<file path="config.mk">
export PLATFORM = sky130hd
export DESIGN_NAME = plru_replacer
export DESIGN_NICKNAME = d
export VERILOG_FILES = /design/src/rtl/plru_replacer_pkg.sv /design/src/rtl/plru_tree.sv /design/src/rtl/plru_replacer.sv
export SDC_FILE = /design/constraint.sdc
export NUM_CORES = 1
export LEC_CHECK = 0
export ABC_AREA = 1
export CAP_MARGIN = 15
export CORE_ASPECT_RATIO = 1.1
export CORE_UTILIZATION = 35
export DETAILED_ROUTE_END_ITERATION = 8
export GPL_ROUTABILITY_DRIVEN = 0
export PLACE_DENSITY = 0.54
export SLEW_MARGIN = 20
export SYNTH_ARGS = -nofsm -noshare
export SYNTH_HDL_FRONTEND = slang
export SYNTH_HIERARCHICAL = 1
export SYNTH_SLANG_ARGS = --single-unit
</file>
<file path="constraint.sdc">
create_clock -name clk -period 8.3 [get_ports clk]
set_input_delay 1.245 -clock clk [delete_from_list [all_inputs] [get_ports clk]]
set_output_delay 1.245 -clock clk [all_outputs]
set_load 0.005 [all_outputs]
</file>
<file path="src/rtl/plru_replacer_pkg.sv">
// Shared definitions for the tree pseudo-LRU replacement unit.
// Covers the node bit meaning, the FSM states and the default L1 geometry.
package plru_replacer_pkg;

  typedef enum logic {
    PLRU_LEFT  = 1'b0,
    PLRU_RIGHT = 1'b1
  } plru_node_t;

  typedef enum logic {
    ST_IDLE  = 1'b0,
    ST_FLUSH = 1'b1
  } flush_state_t;

  localparam int L1_NUM_WAYS = 4;
  localparam int L1_NUM_SETS = 64;

  // Depth of a heap-indexed node: level L holds nodes 2^L-1 .. 2^(L+1)-2.
  function automatic int plru_node_level(input int node);
    int lvl;
    lvl = 0;
    while (node >= (1 << (lvl + 1)) - 1) lvl++;
    return lvl;
  endfunction

endpackage

</file>
<file path="src/rtl/plru_tree.sv">
// Combinational PLRU tree for one set.
// Provides the victim walk over the current flags and the touch next-state for one way.
module plru_tree
  import plru_replacer_pkg::*;
#(
  parameter int NUM_WAYS = L1_NUM_WAYS,
  parameter int WAY_W    = $clog2(NUM_WAYS)
) (
  input  logic [NUM_WAYS-2:0] flags,
  input  logic [WAY_W-1:0]    touch_way,
  output logic [NUM_WAYS-2:0] touched,
  output logic [WAY_W-1:0]    victim
);

  int lvl;
  int pos;
  int prefix;
  logic dir;

  // A node lies on the path to a way when the way's top bits equal the node's position in its level.
  always_comb begin
    touched = flags;
    lvl     = 0;
    pos     = 0;
    for (int n = 0; n < NUM_WAYS - 1; n++) begin
      lvl = plru_node_level(n);
      pos = n - ((1 << lvl) - 1);
      if ((int'(touch_way) >> (WAY_W - lvl)) == pos) begin
        touched[n] = (((int'(touch_way) >> (WAY_W - 1 - lvl)) & 1) == 0) ? PLRU_RIGHT : PLRU_LEFT;
      end
    end
  end

  always_comb begin
    prefix = 0;
    dir    = 1'b0;
    for (int l = 0; l < WAY_W; l++) begin
      dir = 1'b0;
      for (int n = 0; n < NUM_WAYS - 1; n++) begin
        if (plru_node_level(n) == l && (n - ((1 << l) - 1)) == prefix) begin
          dir = (flags[n] == PLRU_RIGHT);
        end
      end
      prefix = prefix * 2 + int'(dir);
    end
    victim = prefix[WAY_W-1:0];
  end

endmodule

</file>
<file path="src/rtl/plru_replacer.sv">
// Tree pseudo-LRU replacement unit: per-set flag storage, hit/fill updates,
// one-cycle victim selection with update bypass, and a set-by-set flush sequencer.
module plru_replacer
  import plru_replacer_pkg::*;
#(
  parameter int NUM_WAYS = L1_NUM_WAYS,
  parameter int NUM_SETS = L1_NUM_SETS,
  parameter int WAY_W    = $clog2(NUM_WAYS),
  parameter int SET_W    = $clog2(NUM_SETS)
) (
  input  logic                clk,
  input  logic                rst_n,
  input  logic                access_en,
  input  logic [SET_W-1:0]    access_set,
  input  logic [WAY_W-1:0]    access_way,
  input  logic                fill_en,
  input  logic [SET_W-1:0]    fill_set,
  input  logic [WAY_W-1:0]    fill_way,
  input  logic                vreq_valid,
  output logic                vreq_ready,
  input  logic [SET_W-1:0]    vreq_set,
  input  logic [NUM_WAYS-1:0] vreq_valid_mask,
  output logic                victim_valid,
  output logic [WAY_W-1:0]    victim_way,
  input  logic                flush_req,
  output logic                flush_busy
);

  logic [NUM_WAYS-2:0] flags [NUM_SETS];
  flush_state_t        state;
  logic [SET_W-1:0]    clear_cnt;

  logic                access_act, fill_act, accept, found;
  logic [NUM_WAYS-2:0] acc_next, fill_base, fill_next, byp_flags;
  logic [NUM_WAYS-2:0] byp_unused_touched;
  logic [WAY_W-1:0]    acc_unused_victim, fill_unused_victim;
  logic [WAY_W-1:0]    tree_victim, sel_way;

  assign access_act = access_en & ~flush_busy;
  assign fill_act   = fill_en & ~flush_busy;
  assign vreq_ready = ~flush_busy;
  assign accept     = vreq_valid & vreq_ready;

  // A same-set fill builds on the access result so the fill wins on shared nodes.
  assign fill_base = (access_act && access_set == fill_set) ? acc_next : flags[fill_set];

  always_comb begin
    byp_flags = flags[vreq_set];
    if (access_act && access_set == vreq_set) byp_flags = acc_next;
    if (fill_act && fill_set == vreq_set)     byp_flags = fill_next;
  end

  plru_tree #(.NUM_WAYS(NUM_WAYS), .WAY_W(WAY_W)) u_acc_tree (
    .flags(flags[access_set]), .touch_way(access_way),
    .touched(acc_next), .victim(acc_unused_victim)
  );

  plru_tree #(.NUM_WAYS(NUM_WAYS), .WAY_W(WAY_W)) u_fill_tree (
    .flags(fill_base), .touch_way(fill_way),
    .touched(fill_next), .victim(fill_unused_victim)
  );

  plru_tree #(.NUM_WAYS(NUM_WAYS), .WAY_W(WAY_W)) u_vic_tree (
    .flags(byp_flags), .touch_way('0),
    .touched(byp_unused_touched), .victim(tree_victim)
  );

  always_comb begin
    sel_way = tree_victim;
    found   = 1'b0;
    for (int i = 0; i < NUM_WAYS; i++) begin
      if (!vreq_valid_mask[i] && !found) begin
        sel_way = WAY_W'(i);
        found   = 1'b1;
      end
    end
  end

  always_ff @(posedge clk or negedge rst_n) begin
    if (!rst_n) begin
      for (int s = 0; s < NUM_SETS; s++) flags[s] <= '0;
    end else if (state == ST_FLUSH) begin
      flags[clear_cnt] <= '0;
    end else begin
      if (access_act) flags[access_set] <= acc_next;
      if (fill_act)   flags[fill_set]   <= fill_next;
    end
  end

  always_ff @(posedge clk or negedge rst_n) begin
    if (!rst_n) begin
      state      <= ST_IDLE;
      clear_cnt  <= '0;
      flush_busy <= 1'b0;
    end else begin
      case (state)
        ST_IDLE: begin
          if (flush_req) begin
            state      <= ST_FLUSH;
            clear_cnt  <= '0;
            flush_busy <= 1'b1;
          end
        end
        ST_FLUSH: begin
          clear_cnt <= clear_cnt + 1'b1;
          if (clear_cnt == SET_W'(NUM_SETS - 1)) begin
            state      <= ST_IDLE;
            flush_busy <= 1'b0;
          end
        end
        default: state <= ST_IDLE;
      endcase
    end
  end

  always_ff @(posedge clk or negedge rst_n) begin
    if (!rst_n) begin
      victim_valid <= 1'b0;
      victim_way   <= '0;
    end else begin
      victim_valid <= accept;
      if (accept) victim_way <= sel_way;
    end
  end

endmodule

</file>
==> run_results.csv <==
group,metric,value,unit
finish,fillers,5134,
min_path,hold_path_class,"reg -> reg",
power,p_per_area,300,nW/um2
global_routing,grt_max_degree,88,
synthesis,synthCells,2638,
power,total_power,5.54,mW
timing,max_freq,170,MHz
die,die_width,212,um
power,power_leakage,8.00,nW
finish,drive_gt1_frac,0.0667,
die,die_y,233,um
placement,portBuffers,36,
clock_network,clock_latency,0.59,ns
timing,period_minus_slack,5.87,ns
setup_path,rr_worst_depth,19,
setup_path,path_max_fanout,30,
synthesis,synth_area_per_cell,6.44,um2
global_routing,overflow,0,
setup_path,crit_path_start,"access_set[1]",
die,io_pins,37,
route,vias,20400,
timing,rsz0062_at_grt,"false",
clock_network,postCtsResizedCells,0,
setup_path,critPathKind,"in -> reg",
clock_network,cts_tree,"done",
global_routing,grt_antenna_before_repair,1,
route,routedWlPerCell,26.6,um
route,drt_iter0_markers,3320,
setup_path,r2r_end,"flags[38]",
timing,setup_tns,0,ns
synthesis,syn_area,17000,um2
die,rows,84,
route,wl,85.7,mm
route,via_per_inst,6.33,
setup_path,cp.arrival,6.39,ns
clock_network,clkTransAtPathRegs,0.07,ns
finish,diodes,0,
die,die_area,49500,um2
setup_path,worstPathRequired,8.82,ns
setup_path,end_kind,"flip-flop",
timing,finalMaxSlewViolations,0,
global_routing,grt_pass1_vias,19200,
finish,area_growth,8.85,%
clock_network,cts_root_buffer,"clkbuf_16",
die,coreArea,47800,um2
placement,hpwl,55.0,mm
power,swShare,0.472,
clock_network,cts_inserted_buffers,27,
clock_network,ctsHoldBuffers,0,
route,drc_errors,0,
timing,skew,0.0364,ns
power,combPwrFrac,0.430,
timing,hold_violations,0,
timing,setup_viol,0,
flow_run,maxCapViolCount,0,
route,ant_nets,0,
power,ir_worst_vdd,0.157,mV
setup_path,r2r_slack,4.32,ns
timing,tightest_slew,1.24,ns
clock_network,cts_buffer_depth,3,
power,p_clk_frac,0.225,
die,initial_core_util,0.355,
status,status,"finished clean",
timing,slew_headroom,0.171,
finish,fin_nets,2590,
power,power_frac_seq,0.345,
power,p_sw,2.62,mW
power,power.internal,2.93,mW
route,dr.pass1.iters,8,
setup_path,startpoint_type,"primary input",
setup_path,crit_path_end,"victim_way[0]",
clock_network,clock-sinks,203,
clock_network,post_cts_buffers,0,
setup_path,r2r_start,"flags[158]",
synthesis,ys_warn_count,6,
timing,final.period_utilization,0.707,
clock_network,htree_levels,1,
global_routing,grt_use_total,0.345,
global_routing,grt_pass1_wl,126,mm
synthesis,syn_nets,2671,
-- sequential cells by signal (all words and copies together), names as in the netlist --
name / flops
flush_busy: 1
flags: 192
state: 1
victim_valid: 1
victim_way: 2
clear_cnt: 6
-- final cells by class --
| type | count | area [um2] | area share |
|---|---|---|---|
| flip-flops and latches | 203 | 5080 | 0.275 |
| clock buffers | 41 | 778 | 0.0421 |
| multi-input cells | 2001 | 10100 | 0.547 |
| well taps | 645 | 807 | 0.0436 |
| clock inverters | 8 | 128 | 0.00690 |
| inverters | 252 | 965 | 0.0521 |
| repair buffers | 72 | 623 | 0.0337 |
-- worst max-delay path: stages --
cell	delay [ns]
clkdlybuf4s50_1	0.82
nand3_1	0.50
inv_1	0.62
a22oi_1	0.20
nand3_1	0.13
nand2_1	0.07
nand2_1	0.11
nor2_1	0.05
nand2_1	0.06
nand2_2	0.05
nand2_1	0.71
inv_2	0.07
nand2_1	0.10
nand2_1	0.05
inv_1	0.06
nand2_2	0.05
nand2_2	0.70
nand2_1	0.22
nand2_1	0.13
nand2_1	0.06
nand2_1	0.07
nand2_1	0.05
nand2_1	0.05
nand2_1	0.04
a31oi_1	0.14
-- power groups by stage --
| stage | sequential, mW | combinational (mW) | clock [mW] |
|---|---|---|---|
| after detailed placement | 1.90 | 2.30 | 0 |
| after floorplan | 1.69 | 1.59 | 0 |
| after global placement | 1.90 | 2.26 | 0 |
| final | 1.91 | 2.38 | 1.25 |
| after CTS | 1.89 | 2.31 | 1.26 |
| after global routing | 1.95 | 2.59 | 1.29 |
-- routing by layer --
layer	vias to the layer above	global-route usage	wire length, um
met5	-	0	0
met4	0	0.266	7290
met3	396	0.0793	10800
met2	1498	0.504	35400
met1	9603	0.439	32200
li1	8899	-	-
-- how the worst min path moves through the flow --
stage,start,end,slack (ns),cells after the start
detailed placement,victim_way[1],victim_way[1],0.50,2
global placement,victim_way[1],victim_way[1],0.49,2
global route,victim_way[1],victim_way[1],0.54,2
floorplan,victim_way[1],victim_way[1],0.49,2
finish,victim_way[1],victim_way[1],0.51,2
CTS,victim_way[1],victim_way[1],0.51,2
-- cell usage in the layout, fill, tap and decap left out, types with 14 or more instances in the layout --
cell type	count
nand2_1	878
o211ai_1	273
o21ai_0	230
inv_1	221
dfrtp_1	202
nand3_1	193
o22ai_1	113
a21oi_1	91
nor2_1	66
buf_4	37
clkdlybuf4s50_1	32
clkbuf_16	27
inv_2	20
o21ai_1	18
a22oi_1	17
nor2_2	16
nand4_1	14
-- per-stage QoR --
step / cells / cell area (um2) / utilization / hold slack, ns / setup WS [ns]
after floorplan: 2638 / 17000 / - / 0.495 / 3.91
after global placement: 3173 / 17600 / 0.368 / 0.493 / 2.24
after detailed placement: 3173 / 17600 / 0.368 / 0.499 / 2.04
after CTS: 3222 / 18500 / 0.387 / 0.514 / 2.63
after global routing: 3222 / 18500 / 0.387 / 0.537 / 2.28
final: 3222 / 18500 / 0.387 / 0.512 / 2.43
No activity file was read; power rests on OpenSTA's default activity.
